## src/rtl/ddr3_traffic_gen.sv

```systemverilog
// DDR3 controller traffic generator: issues write/read bursts with an incrementing
// data pattern and counts read-back mismatches.
module ddr3_traffic_gen #(
    parameter int                ADDR_W      = 15,
    parameter int                BA_W        = 3,
    parameter int                DATA_W      = 64,
    parameter int                START_ADDR  = 32765,
    parameter int                NUM_XFER    = 3,
    parameter int                BURST_WORDS = 16,
    parameter int                BANK_ILV    = 0,
    parameter logic [DATA_W-1:0] SEED        = '0
) (
    input  logic              cpu_clk,
    input  logic              RESET_N,
    input  logic              START,
    input  logic [1:0]        MODE,
    input  logic              CMD_RDY,
    output logic              ADDR_VALID,
    output logic [ADDR_W-1:0] ADDR,
    output logic [BA_W-1:0]   BA,
    output logic              CMD,
    input  logic              WR_DATA_VALID,
    output logic [DATA_W-1:0] WR_DATA,
    input  logic              RD_DATA_VALID,
    input  logic [DATA_W-1:0] RD_DATA,
    output logic              BUSY,
    output logic              DONE,
    output logic [15:0]       ERR_COUNT,
    output logic [ADDR_W-1:0] ERR_ADDR
);

    localparam int TW = $clog2(NUM_XFER + 1);
    localparam int WW = $clog2(BURST_WORDS + 1);
    localparam logic [TW-1:0]     LAST_T    = TW'(NUM_XFER - 1);
    localparam logic [WW-1:0]     LAST_W    = WW'(BURST_WORDS - 1);
    localparam logic [ADDR_W-1:0] ADDR_INIT = ADDR_W'(START_ADDR);

    typedef enum logic [2:0] {
        S_IDLE, S_WR_CMD, S_WR_DATA, S_RD_CMD, S_RD_DATA, S_FINISH
    } state_t;

    state_t          state, state_next;
    logic [TW-1:0]   t;
    logic [WW-1:0]   w;
    logic            wr_then_rd;
    logic            pass_start, take, mismatch;
    logic            xfer_done, rd_reload;

    assign ADDR_VALID = (state == S_WR_CMD) || (state == S_RD_CMD);
    assign BUSY       = (state != S_IDLE);
    assign xfer_done  = take && (w == LAST_W);
    assign rd_reload  = xfer_done && (state == S_WR_DATA) && (t == LAST_T) && wr_then_rd;

    // NOTE: every variable driven here gets a default first, so no path can infer a latch.
    always_comb begin
        state_next = state;
        pass_start = 1'b0;
        take       = 1'b0;
        mismatch   = 1'b0;
        unique case (state)
            S_IDLE: begin
                if (START) begin
                    pass_start = 1'b1;
                    state_next = (MODE == 2'd2) ? S_RD_CMD : S_WR_CMD;
                end
            end
            S_WR_CMD: if (CMD_RDY) state_next = S_WR_DATA;
            S_RD_CMD: if (CMD_RDY) state_next = S_RD_DATA;
            S_WR_DATA: begin
                if (WR_DATA_VALID) begin
                    take = 1'b1;
                    if (w == LAST_W) begin
                        if (t != LAST_T)  state_next = S_WR_CMD;
                        else if (wr_then_rd) state_next = S_RD_CMD;
                        else              state_next = S_FINISH;
                    end
                end
            end
            S_RD_DATA: begin
                if (RD_DATA_VALID) begin
                    take     = 1'b1;
                    mismatch = (RD_DATA != WR_DATA);
                    if (w == LAST_W) state_next = (t != LAST_T) ? S_RD_CMD : S_FINISH;
                end
            end
            S_FINISH: state_next = S_IDLE;
            default:  state_next = S_IDLE;
        endcase
    end

    // WR_DATA doubles as the running pattern D(t, w), so it is also the read reference.
    // NOTE: state registers use non-blocking assignments so every flop samples pre-edge values.
    always_ff @(posedge cpu_clk or negedge RESET_N) begin
        if (!RESET_N) begin
            state      <= S_IDLE;
            t          <= '0;
            w          <= '0;
            wr_then_rd <= 1'b0;
            ADDR       <= '0;
            BA         <= '0;
            CMD        <= 1'b0;
            WR_DATA    <= '0;
            DONE       <= 1'b0;
            ERR_COUNT  <= '0;
            ERR_ADDR   <= '0;
        end else begin
            state <= state_next;
            if (pass_start) begin
                t          <= '0;
                w          <= '0;
                ERR_COUNT  <= '0;
                DONE       <= 1'b0;
                wr_then_rd <= (MODE == 2'd1);
                ADDR       <= ADDR_INIT;
                BA         <= '0;
                CMD        <= (MODE != 2'd2);
                WR_DATA    <= SEED;
            end else if (state == S_FINISH) begin
                DONE <= 1'b1;
            end
            if (take) begin
                WR_DATA <= WR_DATA + 1'b1;
                if (xfer_done) begin
                    w <= '0;
                    t <= t + 1'b1;
                    if (rd_reload) begin
                        t       <= '0;
                        ADDR    <= ADDR_INIT;
                        BA      <= '0;
                        CMD     <= 1'b0;
                        WR_DATA <= SEED;
                    end else if (BANK_ILV != 0) begin
                        BA <= BA + 1'b1;
                        if (&BA) ADDR <= ADDR + 1'b1;
                    end else begin
                        ADDR <= ADDR + 1'b1;
                    end
                end else begin
                    w <= w + 1'b1;
                end
            end
            if (mismatch) begin
                if (ERR_COUNT != 16'hFFFF) ERR_COUNT <= ERR_COUNT + 16'd1;
                if (ERR_COUNT == 16'd0)    ERR_ADDR  <= ADDR;
            end
        end
    end

endmodule

```

## config.mk

```make
export PLATFORM = sky130hd
export DESIGN_NAME = ddr3_traffic_gen
export DESIGN_NICKNAME = d
export VERILOG_FILES = /design/src/rtl/ddr3_traffic_gen.sv
export SDC_FILE = /design/constraint.sdc
export NUM_CORES = 1
export LEC_CHECK = 0
export CORE_MARGIN = 2
export CORE_UTILIZATION = 30
export CTS_CLUSTER_SIZE = 30
export DETAILED_ROUTE_END_ITERATION = 8
export PLACE_DENSITY = 0.62
export SKIP_CTS_REPAIR_TIMING = 1
export SYNTH_ARGS = -nofsm -noshare
export SYNTH_HDL_FRONTEND = slang
export SYNTH_SLANG_ARGS = --single-unit
```

## constraint.sdc

```tcl
create_clock -name cpu_clk -period 6.5 [get_ports cpu_clk]
set_input_delay 0.65 -clock cpu_clk [delete_from_list [all_inputs] [get_ports cpu_clk]]
set_output_delay 0.65 -clock cpu_clk [all_outputs]
set_load 0.02 [all_outputs]
```

* Word-level counts from Yosys, hierarchy flattened
Index checks and enable logic that the tools add are counted.
Storage, ports and cells: bits in registers 126, word-level logic and storage cells 95, input bits 72
Operators by class: reductions and logical operators 12, add/subtract/negate cells 5, eq/ne operators 20, mux-type cells 47
Operators by type and width (number):
- $mux 64 | 4
- $add 64x1->64 const B | 1
- $ne 64x64->1 | 1
- $mux 15 | 4
- $mux 16 | 3
- $mux 3 | 14
- $add 16x1->16 const B | 1
- $logic_not 16->1 | 1
- $ne 16x16->1 const B | 1
- $ne 2x2->1 const B | 8
- $add 15x1->15 const B | 1
- $mux 5 | 3
- $pmux 3 s5 | 1
- $mux 1 | 12
- $mux 2 | 5
- $reduce_and 7->1 | 1
- $eq 3x2->1 const B | 2
- $eq 3x3->1 const B | 2
- $add 5x1->5 const B | 1
- $eq 5x4->1 const B | 1
- $eq 2x2->1 const B | 2
- $logic_and 1x1->1 | 4
- $reduce_bool 2->1 | 2
- $eq 3x1->1 const B | 1
- 8 further kinds | 8

* Depth between registers and ports, before layout
depth in word-level cells 9, gate-level depth with buffers 9

* Worst setup path after synthesis
Ideal clock, no wire load.
path type input port to flip-flop, start point input port RD_DATA[1], end point register ERR_ADDR[10], library setup time 0.125 ns, slack 4.167 ns, buffers on the path 1, data arrival time 2.208 ns, stages 7, cell sequence xor2_1 nor4_1 nand4_1 nor4_4 nor3_2 buf_6 mux2_4
On the way: word-level cells in the longest chain between the ends 4
RTL lines:
- start, declared | RTL line 25 | input logic [DATA_W-1:0] RD_DATA,
- $ne 64x64->1 | RTL line 82 | mismatch = (RD_DATA != WR_DATA);
- $mux 1 | RTL line 80 | if (RD_DATA_VALID) begin
- $mux 1 | RTL line 60 | unique case (state)
- $reduce_and 2->1 (no source line)
- end signal, assigned | RTL line 105 | ERR_ADDR <= '0;
- end signal, assigned | RTL line 144 | if (ERR_COUNT == 16'd0) ERR_ADDR <= ADDR;
- end, declared | RTL line 29 | output logic [ADDR_W-1:0] ERR_ADDR
Every way passes these cells. A chain may end at the register's enable or synchronous reset.

* Final worst setup path
start point input port RD_DATA[60], end point register ERR_COUNT[1]
On the way: word-level cells in the longest chain between the ends 4
RTL lines:
- $ne 64x64->1 | RTL line 82
- $mux 1 | RTL line 80
- $mux 1 | RTL line 60
- $mux 16 | RTL line 142 | if (mismatch) begin
- end signal, assigned | RTL line 143 | if (ERR_COUNT != 16'hFFFF) ERR_COUNT <= ERR_COUNT + 16'd1;
- end, declared | RTL line 28 | output logic [15:0] ERR_COUNT,
Every way passes these cells.

==> summary.md <==
| Metric | Value |
|---|---|
| Final Skew | roughly 0.018 ns |
| Drt wl/cell | about 19 µm |
| Critical Path AT | around 3.7 ns |
| CP bufs+invs | 1 |
| DR iter-0 viols | 659 |
| Sequential Power Share | about a third |
| Most used flip-flop cell after synthesis | dfrtp_1 |
| Reg2reg setup slack | 3.24 ns |
| Placed Instances | 1327 |
| Mapped Area | 7700 µm² |
| Min-Delay Path Class | primary input to asynchronous set/reset pin |
| Row cnt | 58 |
| Power per Cell Area | ~270 nW/µm² |
| Worst setup SP type | primary input |
| Starting density of the core | 30.6% |
| Final WL | between 20000 and 30000 µm |
| Pre-CTS WS | about 2.6 ns |
| Worst-path clk slew | about 0.070 ns |
| GPL Wtd Cong | a little over 0.8 |
| Fraction of layout cells with a size suffix above 1 | 8.65% |
| Combinational Power Share | 31.1% |
| Crit-path cells | clkdlybuf4s50_1 > xor2_1 > nor4_1 > nand4_1 > nor4_4 > or2_2 > mux2_2 |
| Count of final max-slew check failures | 0 |
| Number of synthesized flops with an enable pin | 0 |
| Vias | 7463 |
| Max_cap viols | 0 |
| DRC violations left | 0 |
| Switching Share | 37.0% |
| Clock sink count | ~130 |
| RSZ-0062 raised after global routing | false |
| Post-Layout Cell Count | 1359 |
| Die height | approximately 160 µm |
| Total power | between 2 and 3 mW |
| Worst-Skew Late Latency | about 0.43 ns |
| Psw | approximately 1.0 mW |
| First-pass GRT wire length | slightly above 40000 µm |
| Total grt overflow | 0 |
| Final critical-path required period | roughly 3.4 ns |
| Mapped Cells | between 800 and 900 |
| Leakage | roughly 4.3 nW |
| Final setup vio count | 0 |
| Number of distinct library cells after synthesis | 59 |
| Initial antenna violation count | 0 |
| Crit path required time | approximately 6.8 ns |
| # diodes | 0 |
| Critical path's largest stage delay | between 0.8 and 0.9 ns |
| Peak VDD IR | 0.142 mV |
| Post-Syn Area per Cell | approximately 9 µm² |
| Vias/cell | about 5.5 |
| DR pass1 iterations | 5 |
| Core area | roughly 25000 µm² |
| CTS tree | built |
| Share of flip-flops with an asynchronous set or reset | 100% |
| Crit Path Category | primary input to flop |
| DP HPWL | between 15000 and 20000 µm |
| RR Startpoint | WR_DATA[1] |
| Period utilization | 51.7% |
| Setup TNS | 0 ns |
| Clock Path Buffers | 2 |
| Clock power share | a little over a third |
| Area delta synth->final | 35.0% |
| CP max-delay cell | nor4_4 |
| Layout Nets | 1094 |
| Die Width | 164 µm |
| Number of global-route vias before repair | roughly 7k |
| Worst Reg-to-Reg Cells | 6 |
| Final hold violation count | 0 |
| Global Route Usage Sum | between 10% and 20% |
| Total CTS buffers | 17 |
| Top Ports | ~190 |
| Root Buffer Master | clkbuf_16 |
| Warnings from Yosys | 0 |
| Final WS setup | about 3.1 ns |
| Die ar. | 27000 µm² |
| Least-Margin Pin Slew | between 1 and 1.5 ns |
| Slew headroom | between 30% and 40% |
| RR Endpoint | ERR_COUNT[1] |
| Fmax | 298 MHz |
| Delay-heaviest family, CP | simple AND/OR/NAND/NOR gates |
| Syn nets | 935 |
| Max FO, Critical Path | 16 |
| Largest net degree at the start of global routing | 70 |
| Yosys reg bits | ~130 |
| Max H-tree Level | 4 |
| Sequential share of the synthesized area | about two fifths |
| Cell Int Power | approximately 1.8 mW |
| PortBufs | roughly 190 |
| Critical Path Sink Type | flop |
| ANT nets after route | 0 |
| Outcome | complete, no violations |
| End-of-flow core utilization | 41.3% |
[flip-flops by register name, summed over array words and instances, names as in the netlist]
register    count
WR_DATA        64
ADDR           15
ERR_COUNT      16
state           3
t               2
BA              3
CMD             1
wr_then_rd      1
DONE            1
w               5
ERR_ADDR       15
[cells by family after synthesis]
group | count (synthesis) | share of synthesized area, %
flops | 126 | 40.9
fa+ha+maj | 6 | 0.975
compound gates | 232 | 18.3
simple gates | 331 | 24.2
mux | 20 | 3.35
buf+inv | 73 | 4.32
xor+xnor | 69 | 7.85
[power by group through the flow]
stage	Combinational (mW)	Clock, mW	Sequential [mW]
final	0.876	0.985	0.955
after detailed placement	0.880	0	0.969
after floorplan	0.469	0	1.02
after global placement	0.871	0	0.968
after CTS	0.885	0.998	0.956
after global routing	0.958	1.04	0.970
[cell usage after synthesis (3+ instances only)]
cell type  count  share of area (%)
a21o_1         6               0.58
a41oi_1        6               0.68
o41ai_1        4               0.45
a31o_2         8               0.91
or2_2          9               0.73
buf_2         23                1.5
a31oi_1       21                1.7
o31ai_1       18                1.8
o22ai_1        5               0.41
nor4b_1        3               0.34
mux2_2         6               0.88
nand4_1       38                3.1
a21oi_1       46                3.0
mux2i_1        4               0.52
and4_1        15                1.7
nor2_1        40                1.9
nor3_2         3               0.39
xnor2_1        3               0.34
and2_1        11               0.89
inv_1         17               0.83
o211ai_1       4               0.39
mux2_4        10                1.9
nor3_1        14               0.91
a211oi_1       6               0.58
nand2_1       75                3.7
nand3b_1       3               0.29
ha_1           6               0.97
dfrtp_1      126                 41
nor2b_1        7               0.57
nand3_1       43                2.8
nand2b_1       4               0.32
xor2_1        66                7.5
o21ai_0       90                5.8
buf_6          4               0.58
clkbuf_1      29                1.4
or3_1          6               0.49
or4_1          5               0.49
a311oi_1       3               0.34
nor4_1        23                1.9
and3_1        21                1.7
o21a_1         3               0.29
[layout by cell type, fill, tap and decap left out, drive strengths merged, types with 5 or more instances in the layout]
| cell type | synthesis | final |
|---|---|---|
| clkdlybuf4s50 | 0 | 187 |
| nor4b | 5 | 5 |
| a31oi | 21 | 21 |
| a21oi | 46 | 46 |
| nor4 | 25 | 25 |
| xor2 | 66 | 66 |
| o22ai | 5 | 5 |
| a211oi | 6 | 6 |
| nand4 | 40 | 40 |
| ha | 6 | 6 |
| and3 | 21 | 21 |
| a41oi | 6 | 6 |
| or4 | 5 | 5 |
| a21o | 6 | 6 |
| dfrtp | 126 | 126 |
| nor2b | 7 | 7 |
| mux2 | 16 | 16 |
| and4 | 15 | 15 |
| nand2 | 75 | 75 |
| nand3 | 43 | 43 |
| and2 | 11 | 11 |
| o21ai | 91 | 91 |
| o31ai | 18 | 18 |
| nor2 | 40 | 40 |
| or2 | 10 | 10 |
| clkbuf | 29 | 17 |
| or3 | 6 | 6 |
| nor3 | 17 | 17 |
| a31o | 8 | 8 |
| inv | 17 | 27 |
| buf | 27 | 9 |
[area by class of cell]
cell class                      count  area (µm²)
Fill cell                        2451       14800
Multi-Input combinational cell    658        4230
Sequential cell                   126        3150
Timing Repair Buffer              196        1940
Clock buffer                       17         425
Tap cell                          330         413
Clock inverter                     15         166
Inverter                           17        63.8
[layer usage]
layer / share of wire, % / track usage [%] / vias to the layer above
met1: 45 / 26.9 / 3693
met3: 5.9 / 3.89 / 36
li1: - / - / 3499
met2: 47 / 30.5 / 235
met4: 2.2 / 6.54 / 0
met5: 0 / 0 / -
[how the worst max path moves through the flow]
| stage | startpoint | to | depth (start not counted) |
|---|---|---|---|
| 3_5_place_dp | RD_DATA[60] | ERR_COUNT[1] | 7 |
| 5_1_grt | RD_DATA[60] | ERR_COUNT[1] | 7 |
| 4_1_cts | RD_DATA[60] | ERR_COUNT[1] | 7 |
| 3_3_place_gp | RD_DATA[1] | ERR_COUNT[1] | 7 |
| 2_1_floorplan | RD_DATA[1] | ERR_ADDR[10] | 7 |
| 6_report | RD_DATA[60] | ERR_COUNT[1] | 7 |
[metrics by stage]
stage          hold slack, ns  cell area [µm²]
2_1_floorplan           0.354             7700
3_3_place_gp            0.467             9800
3_5_place_dp            0.471             9800
4_1_cts                 0.327            10400
5_1_grt                 0.345            10400
6_report                0.284            10400
No activity file was read; power rests on OpenSTA's default activity.
